==> src/rtl/vga_timing_gen_if.sv <==
// +----------------------------------------------------------------------+
// | vga_timing_gen_if                                                     |
// | Advance enable plus timing outputs of vga_timing_gen. The frame_cnt   |
// | member exists only when VGA_TIMING_FRAME_CNT_EN is defined.           |
// | Rev 1.0                                                               |
// +----------------------------------------------------------------------+
`timescale 1ns/1ps
`default_nettype none

interface vga_timing_gen_if;
    logic        en;
    logic [10:0] hcount;
    logic [10:0] vcount;
    logic        hblnk;
    logic        vblnk;
    logic        hs_out;
    logic        vs_out;
    logic        frame_start;
`ifdef VGA_TIMING_FRAME_CNT_EN
    logic [15:0] frame_cnt;
`endif

    modport master (
        input  en,
        output hcount, vcount, hblnk, vblnk, hs_out, vs_out, frame_start
`ifdef VGA_TIMING_FRAME_CNT_EN
        , output frame_cnt
`endif
    );

    modport slave (
        output en,
        input  hcount, vcount, hblnk, vblnk, hs_out, vs_out, frame_start
`ifdef VGA_TIMING_FRAME_CNT_EN
        , input frame_cnt
`endif
    );
endinterface

`default_nettype wire

==> src/rtl/vga_timing_gen.sv <==
// +----------------------------------------------------------------------+
// | vga_timing_gen                                                        |
// | Programmable VGA pixel/line counters with blanking, sync strobes and  |
// | a frame-start pulse; optional frame counter (VGA_TIMING_FRAME_CNT_EN).|
// | Rev 1.0                                                               |
// +----------------------------------------------------------------------+
`timescale 1ns/1ps
`default_nettype none

module vga_timing_gen #(
    parameter int unsigned H_ACTIVE = 800,
    parameter int unsigned H_FP     = 40,
    parameter int unsigned H_SYNC   = 128,
    parameter int unsigned H_BP     = 88,
    parameter int unsigned V_ACTIVE = 600,
    parameter int unsigned V_FP     = 1,
    parameter int unsigned V_SYNC   = 4,
    parameter int unsigned V_BP     = 23,
    parameter bit          HS_POL   = 1'b1,
    parameter bit          VS_POL   = 1'b1
) (
    input  wire logic       pclk,
    input  wire logic       rst,
    vga_timing_gen_if.master vga
);

    localparam int unsigned HT = H_ACTIVE + H_FP + H_SYNC + H_BP;
    localparam int unsigned VT = V_ACTIVE + V_FP + V_SYNC + V_BP;

    localparam logic [10:0] c_h_last     = 11'(HT - 1);
    localparam logic [10:0] c_v_last     = 11'(VT - 1);
    localparam logic [10:0] c_h_active   = 11'(H_ACTIVE);
    localparam logic [10:0] c_v_active   = 11'(V_ACTIVE);
    localparam logic [10:0] c_hs_start   = 11'(H_ACTIVE + H_FP);
    localparam logic [10:0] c_hs_end     = 11'(H_ACTIVE + H_FP + H_SYNC);
    localparam logic [10:0] c_vs_start   = 11'(V_ACTIVE + V_FP);
    localparam logic [10:0] c_vs_end     = 11'(V_ACTIVE + V_FP + V_SYNC);

    logic [10:0] r_hcount;
    logic [10:0] r_vcount;
    logic        r_hblnk;
    logic        r_vblnk;
    logic        r_hs;
    logic        r_vs;
    logic        r_frame_start;

    logic [10:0] w_h_next;
    logic [10:0] w_v_next;
    logic        w_h_wrap;
    logic        w_v_wrap;

    always_comb begin
        w_h_wrap = (r_hcount == c_h_last);
        w_v_wrap = (r_vcount == c_v_last);
        w_h_next = w_h_wrap ? 11'd0 : r_hcount + 11'd1;
        w_v_next = r_vcount;
        if (w_h_wrap) begin
            w_v_next = w_v_wrap ? 11'd0 : r_vcount + 11'd1;
        end
    end

    // Strobes are decoded from the next counter values so they land on the
    // same edge as the coordinates they describe.
    always_ff @(posedge pclk or negedge rst) begin
        if (!rst) begin
            r_hcount      <= 11'd0;
            r_vcount      <= 11'd0;
            r_hblnk       <= 1'b0;
            r_vblnk       <= 1'b0;
            r_hs          <= !HS_POL;
            r_vs          <= !VS_POL;
            r_frame_start <= 1'b0;
        end else if (vga.en) begin
            r_hcount      <= w_h_next;
            r_vcount      <= w_v_next;
            r_hblnk       <= (w_h_next >= c_h_active);
            r_vblnk       <= (w_v_next >= c_v_active);
            r_hs          <= ((w_h_next >= c_hs_start) && (w_h_next < c_hs_end)) ? HS_POL : !HS_POL;
            r_vs          <= ((w_v_next >= c_vs_start) && (w_v_next < c_vs_end)) ? VS_POL : !VS_POL;
            r_frame_start <= w_h_wrap && w_v_wrap;
        end else begin
            r_frame_start <= 1'b0;
        end
    end

    assign vga.hcount      = r_hcount;
    assign vga.vcount      = r_vcount;
    assign vga.hblnk       = r_hblnk;
    assign vga.vblnk       = r_vblnk;
    assign vga.hs_out      = r_hs;
    assign vga.vs_out      = r_vs;
    assign vga.frame_start = r_frame_start;

`ifdef VGA_TIMING_FRAME_CNT_EN
    logic [15:0] r_frame_cnt;

    always_ff @(posedge pclk or negedge rst) begin
        if (!rst) begin
            r_frame_cnt <= 16'd0;
        end else if (vga.en && w_h_wrap && w_v_wrap) begin
            r_frame_cnt <= r_frame_cnt + 16'd1;
        end
    end

    assign vga.frame_cnt = r_frame_cnt;
`endif

endmodule

`default_nettype wire

==> src/flat_wrapper.sv <==
// flat-port wrapper written by rule: the top's interface ports become plain ports
module vga_timing_gen_flat 
#(
    parameter int unsigned H_ACTIVE = 800,
    parameter int unsigned H_FP     = 40,
    parameter int unsigned H_SYNC   = 128,
    parameter int unsigned H_BP     = 88,
    parameter int unsigned V_ACTIVE = 600,
    parameter int unsigned V_FP     = 1,
    parameter int unsigned V_SYNC   = 4,
    parameter int unsigned V_BP     = 23,
    parameter bit          HS_POL   = 1'b1,
    parameter bit          VS_POL   = 1'b1
)
  (pclk, rst, vga_en, vga_hcount, vga_vcount, vga_hblnk, vga_vblnk, vga_hs_out, vga_vs_out, vga_frame_start);
  vga_timing_gen_if vga_i ();
  input  wire logic pclk;
  input  wire logic rst;
  input wire logic [$bits(vga_i.en)-1:0] vga_en;
  output wire logic [$bits(vga_i.hcount)-1:0] vga_hcount;
  output wire logic [$bits(vga_i.vcount)-1:0] vga_vcount;
  output wire logic [$bits(vga_i.hblnk)-1:0] vga_hblnk;
  output wire logic [$bits(vga_i.vblnk)-1:0] vga_vblnk;
  output wire logic [$bits(vga_i.hs_out)-1:0] vga_hs_out;
  output wire logic [$bits(vga_i.vs_out)-1:0] vga_vs_out;
  output wire logic [$bits(vga_i.frame_start)-1:0] vga_frame_start;
  assign vga_i.en = vga_en;
  assign vga_hcount = vga_i.hcount;
  assign vga_vcount = vga_i.vcount;
  assign vga_hblnk = vga_i.hblnk;
  assign vga_vblnk = vga_i.vblnk;
  assign vga_hs_out = vga_i.hs_out;
  assign vga_vs_out = vga_i.vs_out;
  assign vga_frame_start = vga_i.frame_start;
  vga_timing_gen #(.H_ACTIVE(H_ACTIVE), .H_FP(H_FP), .H_SYNC(H_SYNC), .H_BP(H_BP), .V_ACTIVE(V_ACTIVE), .V_FP(V_FP), .V_SYNC(V_SYNC), .V_BP(V_BP), .HS_POL(HS_POL), .VS_POL(VS_POL)) u_core (.pclk(pclk), .rst(rst), .vga(vga_i));
endmodule
==> config.mk <==
export PLATFORM = sky130hd
export DESIGN_NAME = vga_timing_gen_flat
export DESIGN_NICKNAME = d
export VERILOG_FILES = /design/src/rtl/vga_timing_gen_if.sv /design/src/rtl/vga_timing_gen.sv /design/src/flat_wrapper.sv
export SDC_FILE = /design/constraint.sdc
export NUM_CORES = 1
export LEC_CHECK = 0
export CORE_UTILIZATION = 50
export DETAILED_ROUTE_END_ITERATION = 8
export DONT_BUFFER_PORTS = 1
export GPL_TIMING_DRIVEN = 1
export MAX_ROUTING_LAYER = met4
export PLACE_DENSITY = 0.74
export RECOVER_POWER = 100
export SETUP_SLACK_MARGIN = 0.2
export SYNTH_ARGS = -nofsm -noshare
export SYNTH_HDL_FRONTEND = slang
export SYNTH_SLANG_ARGS = --single-unit
==> constraint.sdc <==
create_clock -name pclk -period 5.6 [get_ports pclk]
set_clock_uncertainty 0.05 [all_clocks]
set_input_delay 0.56 -clock pclk [delete_from_list [all_inputs] [get_ports pclk]]
set_output_delay 0.56 -clock pclk [all_outputs]
set_load 0.03 [all_outputs]
==> run_results.csv, run 1 <==
group,metric,value,unit
floorplan,die_x,62.2,um
synthesis,synth-seq-area-share,0.373,
timing,fin_crit,3.00,ns
hold_path,hp-start,"vga_en",
worst_setup_path,critPathTopFamily,"simple AND/OR/NAND/NOR gates",
timing,setup_viol,0,
layout,final_nets,194,
pwr,power.switching,181,uW
global_route,track_usage,0.219,
clocking,h-tree-depth,1,
worst_setup_path,r2r_slack,2.60,ns
route,vias_per_cell,6.19,
layout,drive_above_1_share,0.0802,
clocking,cts_buffers,3,
timing,tightest_slew,1.45,ns
worst_setup_path,reg2reg_depth,7,
synthesis,ys_types,54,
floorplan,rows,21,
worst_setup_path,crit_path_start_kind,"register",
pwr,power.leakage,0.000699,uW
synthesis,synth_cells,194,
synthesis,synth_warnings,0,
synthesis,ys_ff_latch,27,
route,drc_errors,0,
synthesis,syn_area_per_cell,9.33,sq um
clocking,post_cts_resized,0,
route,drtAntennaViolNets,0,
route,finalWirelength,3750,um
worst_setup_path,end_kind,"register",
synthesis,synth-async-reset-ratio,1.00,
synthesis,ys.flop_type,"dfrtp_1",
route,num_vias,1442,
route,drt-initial-drc-count,60,
place,gp_congestion,0.889,
worst_setup_path,critPathMaxStageDelay,0.64,ns
floorplan,die-area,3870,sq um
worst_setup_path,crit_required,5.80,ns
clocking,clock_latency,0.33,ns
clocking,clk_pin_slew,0.15,ns
worst_setup_path,rr_startpoint,"u_core.vga.hcount[0]",
clocking,clock_path_buffers,2,
worst_setup_path,path_buf_inv,0,
clocking,cts_root_buf,"clkbuf_4",
floorplan,core_area,3390,sq um
clocking,cts_sinks,27,
global_route,overflow,0,
synthesis,synth_edf_count,0,
floorplan,start_util,0.534,
route,first_pass_iters,4,
place,place_hpwl,2670,um
layout,multi_input_area,1020,sq um
worst_setup_path,worstPathArrival,3.20,ns
hold_path,hold-path-endpoint,"u_core.vga.vcount[5]",
pwr,peakVddDrop,0.000185,V
pwr,powerDensity,253,nW/um^2
clocking,cts_setup_buffers,0,
worst_setup_path,critPathKind,"reg2reg",
global_route,grt_max_degree,29,
timing,setup_tns,0,ns
timing,hold_viol,0,
global_route,antenna_found_initial,0,
hold_path,hold_class,"in2reg",
floorplan,fp.dieH,62.2,um
worst_setup_path,critPathSlowestCell,"dfrtp_1",
pwr,combPwrFrac,0.152,
layout,diodes,0,
pwr,p_int,275,uW
layout,fill_cells,297,
worst_setup_path,crit_path_cell_trace,"ha_1 -> and4_1 -> nand3_1 -> or4_1 -> o21ai_0 -> mux2_4 -> a221oi_1",
timing,hold_slack,0.234,ns
global_route,grt_pass1_vias,1384,
timing,post-route-period-util,0.535,
pwr,p_sw_frac,0.397,
place,io_buffers,0,
synthesis,syn-cell-area,1810,sq um
pwr,power.share.clock,0.195,
worst_setup_path,r2r_end,"u_core.vga.vblnk",
layout,regArea,676,sq um
floorplan,ios,30,
timing,clock.fmax,0.334,GHz
layout,area_growth_syn_to_layout,-0.277,%
synthesis,synth_nets,200,
timing,grt_setup_unrepaired,"false",
pwr,pwr-share-seq,0.653,
timing,slew_headroom,0.0317,
timing,slew_violations,0,
global_route,grt_pass1_wl,6780,um
worst_setup_path,worstPathMaxFanout,9,
run_status,status,"finished, final reports clean",
clocking,cts_tree,"done",
run,cap_viol_max_count,0,
route,wl_per_cell,16.1,um
hold_path,hold_path_depth,1,
## what timing repair did
| item | in CTS | in global routing |
|---|---|---|
| hold endpoints to repair | 27 | 0 |
| hold buffers | 2 | 0 |
| endpoints found under the setup margin | 0 | 0 |
## cells in the mapped netlist, drive strengths merged (3+ instances only)
library cell	count	area share
nor2b	3	0.010
dfrtp	27	0.37
and3	6	0.021
or3	4	0.015
inv	4	0.0083
and2	4	0.014
xor2	3	0.015
mux2	4	0.027
nand2	25	0.052
a21oi	3	0.0083
buf	9	0.035
o21ai	14	0.041
nand4	8	0.036
ha	3	0.021
clkbuf	4	0.0083
a31oi	7	0.024
xnor2	12	0.058
nor2	12	0.026
o31ai	4	0.017
nand3	10	0.035
## how the worst max path moves through the flow
stage	from	end	slack, ns	depth (start not counted)
6_report	u_core.vga.hcount[0]	u_core.vga.vblnk	2.60	7
5_1_grt	u_core.vga.hcount[0]	u_core.vga.vblnk	2.41	7
4_1_cts	u_core.vga.vcount[0]	u_core.vga.vblnk	2.95	7
3_5_place_dp	u_core.vga.vcount[0]	u_core.vga.vblnk	2.99	7
3_3_place_gp	u_core.vga.vcount[0]	u_core.vga.vblnk	3.03	7
2_1_floorplan	u_core.vga.hcount[0]	u_core.vga.vblnk	3.10	8
## final cells by class
type,instances,area share
multi-input cells,150,0.563
flip-flops and latches,27,0.374
well taps,46,0.0319
clock buffers,4,0.0146
inverters,4,0.00832
repair buffers,2,0.00762
## sequential cells by signal, indices dropped and copies added, names as in the netlist
register	count
u_core.vga.hcount	11
u_core.vga.vcount	11
u_core.vga.frame_start	1
u_core.vga.hblnk	1
u_core.vga.hs_out	1
u_core.vga.vblnk	1
u_core.vga.vs_out	1
## stage by stage
step	util	setup WS [ns]	std cells	total power (uW)	area [sq um]
finish	0.533	2.60	233	456	1810
global route	0.533	2.41	233	485	1810
CTS	0.545	2.95	233	463	1850
detailed placement	0.528	2.99	227	371	1790
global placement	0.528	3.03	227	364	1790
floorplan	-	3.10	194	355	1810
## power by group through the flow
| stage | sequential, uW | combinational, uW | clock [uW] |
|---|---|---|---|
| after detailed placement | 302 | 68.8 | 0 |
| after global placement | 299 | 65.0 | 0 |
| after CTS | 298 | 75.7 | 89.8 |
| after global routing | 303 | 80.9 | 101 |
| after floorplan | 286 | 69.0 | 0 |
| final | 298 | 69.5 | 88.8 |
## cells by family (layout without fill, tap and decap cells)
| logic type | count (synthesis) | after routing | share of synthesized area |
|---|---|---|---|
| and+or+nand+nor | 86 | 86 | 0.283 |
| AOI/OAI and AO/OA | 40 | 40 | 0.154 |
| xor gates and xnor gates | 16 | 16 | 0.0850 |
| muxes | 5 | 5 | 0.0325 |
| DFF | 27 | 27 | 0.373 |
| buffers and inverters | 17 | 10 | 0.0511 |
| adders and majority gates | 3 | 3 | 0.0207 |
## per-layer routing
layer  up-vias  wire length (um)  track usage
li1        695                 -            -
met1       685              1790        0.316
met2        56              1610        0.306
met3         6               291       0.0478
met4         0                52       0.0669
met5         -                 0            -
## cell usage in the layout (no fill, tap or decap), types with 4 or more instances in the layout
cell type   n
a31oi_1     7
and3_1      6
dfrtp_1    27
inv_1       4
nand2_1    25
nand3_1    10
nand4_1     7
nor2_1     11
o21ai_0    12
o31ai_1     4
xnor2_1    12
Power figures use the tool's default switching activity.
==> run 2: changes to the inputs <==
--- a/config.mk
+++ b/config.mk
@@ -10,7 +10,7 @@
 export DONT_BUFFER_PORTS = 1
 export GPL_TIMING_DRIVEN = 1
 export MAX_ROUTING_LAYER = met4
-export PLACE_DENSITY = 0.74
+export PLACE_DENSITY = 0.77
 export RECOVER_POWER = 100
 export SETUP_SLACK_MARGIN = 0.2
 export SYNTH_ARGS = -nofsm -noshare
==> constraint.sdc (replaced) <==
create_clock -name pclk -period 2.5 [get_ports pclk]
set_clock_uncertainty 0.05 [all_clocks]
set_input_delay 0.25 -clock pclk [delete_from_list [all_inputs] [get_ports pclk]]
set_output_delay 0.25 -clock pclk [all_outputs]
set_load 0.03 [all_outputs]
==> run_results.csv, run 2 (same netlist as run 1, synthesis figures left out) <==
group,metric,value,unit
pwr,powerDensity,531,nW/um^2
floorplan,die-area,3870,sq um
worst_setup_path,critPathKind,"reg2reg",
layout,layout_commonest_cell,"nand2_1",
layout,drive_above_1_share,0.194,
timing,fin_crit,2.25,ns
clocking,clk_pin_slew,0.15,ns
place,place_inst,250,
route,drt-initial-drc-count,97,
worst_setup_path,crit_path_cell_trace,"clkbuf_1 -> and3_1 -> xnor2_1 -> and3_1 -> o211a_1 -> a221oi_2",
route,wl_per_cell,16.4,um
run,cap_viol_max_count,0,
worst_setup_path,cpMostUsedCell,"and3_1",
route,drtAntennaViolNets,0,
global_route,track_usage,0.237,
route,drc_errors,0,
layout,layout_common_cells,"25 x nand2_1, 19 x clkbuf_1, 18 x dfrtp_1",
worst_setup_path,critPathSlowestCell,"dfrtp_1",
floorplan,rows,21,
worst_setup_path,worstPathMaxFanout,9,
global_route,antenna_found_initial,0,
floorplan,start_util,0.534,
timing,setup_tns,0,ns
timing,setup_viol,0,
timing,finalWorstSetupSlack,0.245,ns
timing,tightest_slew,1.45,ns
worst_setup_path,reg2reg_depth,6,
hold_path,hold_path_depth,2,
clocking,cts_sinks,27,
clocking,clock_latency,0.34,ns
worst_setup_path,end_kind,"register",
worst_setup_path,worstPathArrival,2.47,ns
route,num_vias,1595,
floorplan,ios,30,
timing,slew_headroom,0.0356,
hold_path,hold_class,"in2reg",
layout,final_nets,224,
clocking,cts_buffers,3,
place,place_hpwl,3040,um
clocking,cts_root_buf,"clkbuf_4",
worst_setup_path,critical_path_depth,6,
place,gp_congestion,0.930,
global_route,grt_pass1_wl,7220,um
clocking,clock_path_buffers,2,
pwr,peakVddDrop,0.000436,V
floorplan,die_x,62.2,um
timing,hold_viol,0,
timing,slew_violations,0,
route,first_pass_iters,4,
worst_setup_path,path_buf_inv,1,
worst_setup_path,critPathMaxStageDelay,0.58,ns
place,io_buffers,0,
layout,stdcell_count,263,
place,post-place-ws,0.171,ns
floorplan,core_area,3390,sq um
global_route,overflow,0,
layout,diodes,0,
route,finalWirelength,4320,um
worst_setup_path,crit_path_start_kind,"register",
pwr,power.leakage,0.000770,uW
timing,grt_setup_unrepaired,"false",
worst_setup_path,crit_required,2.72,ns
clocking,cts_tree,"done",
route,vias_per_cell,6.06,
layout,area_growth_syn_to_layout,13.1,%
floorplan,fp.dieH,62.2,um
clocking,h-tree-depth,1,
global_route,grt_max_degree,28,
global_route,grt_pass1_vias,1495,
timing,post-route-period-util,0.902,
run_status,status,"finished, final reports clean",
worst_setup_path,critPathTopFamily,"flip-flops",
timing,clock.fmax,0.444,GHz
-- run 2: changes by cell type in the layout (fill, tap and decap cells not counted), moves of 2 or more --
| cell | before | now |
|---|---|---|
| buf_4 | 0 | 9 |
| clkbuf_1 | 2 | 19 |
| dlygate4sd3_1 | 1 | 4 |
| dfrtp_2 | 0 | 9 |
| dfrtp_1 | 27 | 18 |
| ha_1 | 3 | 1 |
-- run 2: worst paths after layout --
path / startpoint / endpoint / slack (ns)
hold / removal: vga_en / u_core.vga.hcount[6] / 0.01
hold reg to reg: u_core.vga.hs_out / u_core.vga.hs_out / 0.66
setup reg to reg: u_core.vga.vcount[2] / u_core.vga.vblnk / 0.25
setup / recovery: u_core.vga.vcount[2] / u_core.vga.vblnk / 0.25
min in group asynchronous: rst / u_core.vga.hblnk / 0.73
max in group asynchronous: rst / u_core.vga.hcount[3] / 0.73
-- run 2: stage by stage --
step | total power, uW | hold WS [ns] | cell area, sq um | utilization
floorplan | 808 | -0.0956 | 1830 | -
global placement | 896 | -0.0949 | 1990 | 0.586
detailed placement | 909 | -0.0950 | 1990 | 0.586
CTS | 1130 | 0.00819 | 2100 | 0.619
global route | 1150 | 0.0289 | 2050 | 0.604
finish | 1090 | 0.0141 | 2050 | 0.604
-- run 2: routing by layer --
layer  up-vias  routed length, um  track usage  part of all wire
met1       779               1970        0.343              0.46
met4         0                 68       0.0669             0.016
li1        755                  -            -                 -
met2        53               1970        0.339              0.46
met3         8                304       0.0441             0.070
met5         -                  0            -                 0
-- run 2: cell type report --
class | instances | area [sq um]
Fill cell | 304 | 1340
Multi-Input combinational cell | 150 | 1080
Sequential cell | 27 | 687
Timing Repair Buffer | 32 | 179
Tap cell | 46 | 57.6
Clock buffer | 3 | 22.5
Inverter | 4 | 15.0
Clock inverter | 1 | 5.00
-- run 2: report_power, final --
| group | switching (uW) | internal [uW] | leakage, uW |
|---|---|---|---|
| logic | 259 | 103 | 0.000402 |
| clock network | 142 | 60.5 | 0.0000177 |
| registers | 35.7 | 487 | 0.000351 |
-- run 2: repair_timing --
item	in CTS	in global routing
hold buffers	5	0
endpoints found under the setup margin	1	1
hold endpoints to repair	37	0
buffers inserted	3	1
pin swaps	2	5
resized for setup	1	5
==> run 3: changes to the inputs <==
--- a/config.mk
+++ b/config.mk
@@ -5,6 +5,8 @@
 export SDC_FILE = /design/constraint.sdc
 export NUM_CORES = 1
 export LEC_CHECK = 0
+export CAP_MARGIN = 20
+export CORE_ASPECT_RATIO = 1.2
 export CORE_UTILIZATION = 50
 export DETAILED_ROUTE_END_ITERATION = 8
 export DONT_BUFFER_PORTS = 1
==> run_results.csv, run 3 (same netlist as run 1, synthesis figures left out) <==
group,metric,value,unit
run_status,status,"finished, violations left",
run_status,failed_checks,"DRC",
pwr,peakVddDrop,0.000243,V
layout,layout_common_cells,"25 x nand2_1, 19 x clkbuf_1, 18 x dfrtp_1",
route,wl_per_cell,17.2,um
worst_setup_path,r2r_slack,0.20,ns
worst_setup_path,end_kind,"register",
global_route,grt_pass1_vias,1562,
clocking,cts_tree,"done",
timing,hold_slack,0.0254,ns
layout,multi_input_area,1050,sq um
layout,final_nets,225,
clocking,h-tree-depth,1,
layout,regArea,687,sq um
global_route,grt_pass1_wl,7070,um
worst_setup_path,critPathMaxStageDelay,0.50,ns
floorplan,start_util,0.533,
timing,setup_tns,0,ns
timing,fin_crit,2.30,ns
place,gp_congestion,0.860,
layout,fill_cells,314,
pwr,powerDensity,560,nW/um^2
hold_path,hold_class,"in2reg",
layout,drive_above_1_share,0.183,
floorplan,core_area,3400,sq um
global_route,grt_max_degree,28,
global_route,overflow,0,
worst_setup_path,worstPathArrival,2.44,ns
hold_path,hold_path_depth,1,
timing,slew_violations,0,
layout,area_growth_syn_to_layout,12.1,%
clocking,clock_path_buffers,2,
timing,slew_headroom,0.0218,
pwr,power.leakage,0.000789,uW
run,cap_viol_max_count,0,
place,place_hpwl,3120,um
worst_setup_path,crit_path_cell_trace,"ha_1 -> and4_4 -> nand3_4 -> or4_4 -> o21ai_2 -> mux2_4 -> a221oi_2",
route,drc_errors,6,
worst_setup_path,crit_required,2.64,ns
hold_path,hp-start,"vga_en",
global_route,track_usage,0.246,
clocking,clock_latency,0.28,ns
worst_setup_path,rr_startpoint,"u_core.vga.hcount[1]",
floorplan,die-area,3870,sq um
timing,hold_viol,0,
route,vias_per_cell,6.31,
floorplan,die_x,56.9,um
floorplan,fp.dieH,67.9,um
timing,post-route-period-util,0.919,
global_route,antenna_found_initial,0,
worst_setup_path,reg2reg_depth,7,
route,drt-initial-drc-count,60,
clocking,cts_buffers,3,
hold_path,hold-path-endpoint,"u_core.vga.hcount[5]",
clocking,cts_sinks,27,
timing,tightest_slew,1.47,ns
route,drtAntennaViolNets,0,
worst_setup_path,critPathSlowestCell,"or4_4",
worst_setup_path,critPathKind,"reg2reg",
worst_setup_path,r2r_end,"u_core.vga.vblnk",
layout,layout_commonest_cell,"nand2_1",
route,num_vias,1609,
floorplan,rows,23,
worst_setup_path,worstPathMaxFanout,9,
timing,clock.fmax,0.435,GHz
timing,setup_viol,0,
worst_setup_path,crit_path_start_kind,"register",
place,io_buffers,0,
clocking,clk_pin_slew,0.09,ns
route,first_pass_iters,7,
layout,diodes,0,
timing,grt_setup_unrepaired,"false",
floorplan,ios,30,
route,finalWirelength,4400,um
clocking,cts_root_buf,"clkbuf_8",
[run 3: final cells by class]
type,count,share of cell area
Multi-Input combinational cell,150,0.515
Timing Repair Buffer,33,0.0937
Inverter,4,0.00740
Tap cell,37,0.0228
Sequential cell,27,0.338
Clock buffer,4,0.0222
[run 3: stage by stage]
step           area (sq um)  total power [uW]  setup WS [ns]  instances  utilization
2_1_floorplan          1830               808          0.150        194            -
6_report               2030              1140          0.201        255        0.598
4_1_cts                2070              1180          0.200        249        0.609
5_1_grt                2030              1200          0.121        255        0.598
3_5_place_dp           1980               917          0.161        241        0.582
3_3_place_gp           1980               899          0.243        241        0.582
[run 3: timing repair]
action | CTS | global route
buffers inserted | 1 | 4
endpoints found under the hold margin | 29 | 1
pin swaps | 1 | 3
hold buffers | 3 | 2
endpoints found under the setup margin | 1 | 1
resized for setup | 0 | 1
[run 3: worst max-delay path: cells and delay by family (launching register included)]
| family | cells | cell delay [ns] |
|---|---|---|
| simple gates | 3 | 0.91 |
| flops | 1 | 0.37 |
| mux | 1 | 0.32 |
| compound gates | 2 | 0.36 |
| fa+ha+maj | 1 | 0.20 |
[run 3: worst max path at each step]
| stage | start | end | cells after the start |
|---|---|---|---|
| after CTS | u_core.vga.hcount[7] | u_core.vga.vblnk | 6 |
| after floorplan | u_core.vga.hcount[0] | u_core.vga.vblnk | 8 |
| after detailed placement | u_core.vga.hcount[9] | u_core.vga.vblnk | 6 |
| after global routing | u_core.vga.hcount[0] | u_core.vga.hs_out | 6 |
| final | u_core.vga.hcount[1] | u_core.vga.vblnk | 7 |
| after global placement | u_core.vga.hcount[9] | u_core.vga.vblnk | 6 |
[run 3: power by group]
group / internal, uW / switching (uW) / leakage (uW)
Clock: 114 / 135 / 0.0000228
Combinational: 106 / 262 / 0.000415
Sequential: 486 / 31.8 / 0.000351
[run 3: per-layer routing]
layer / up-vias / track usage / wire [um]
met2: 49 / 0.441 / 2360
li1: 757 / - / -
met4: 0 / 0.113 / 112
met1: 792 / 0.274 / 1740
met3: 11 / 0.0321 / 194
met5: - / - / 0
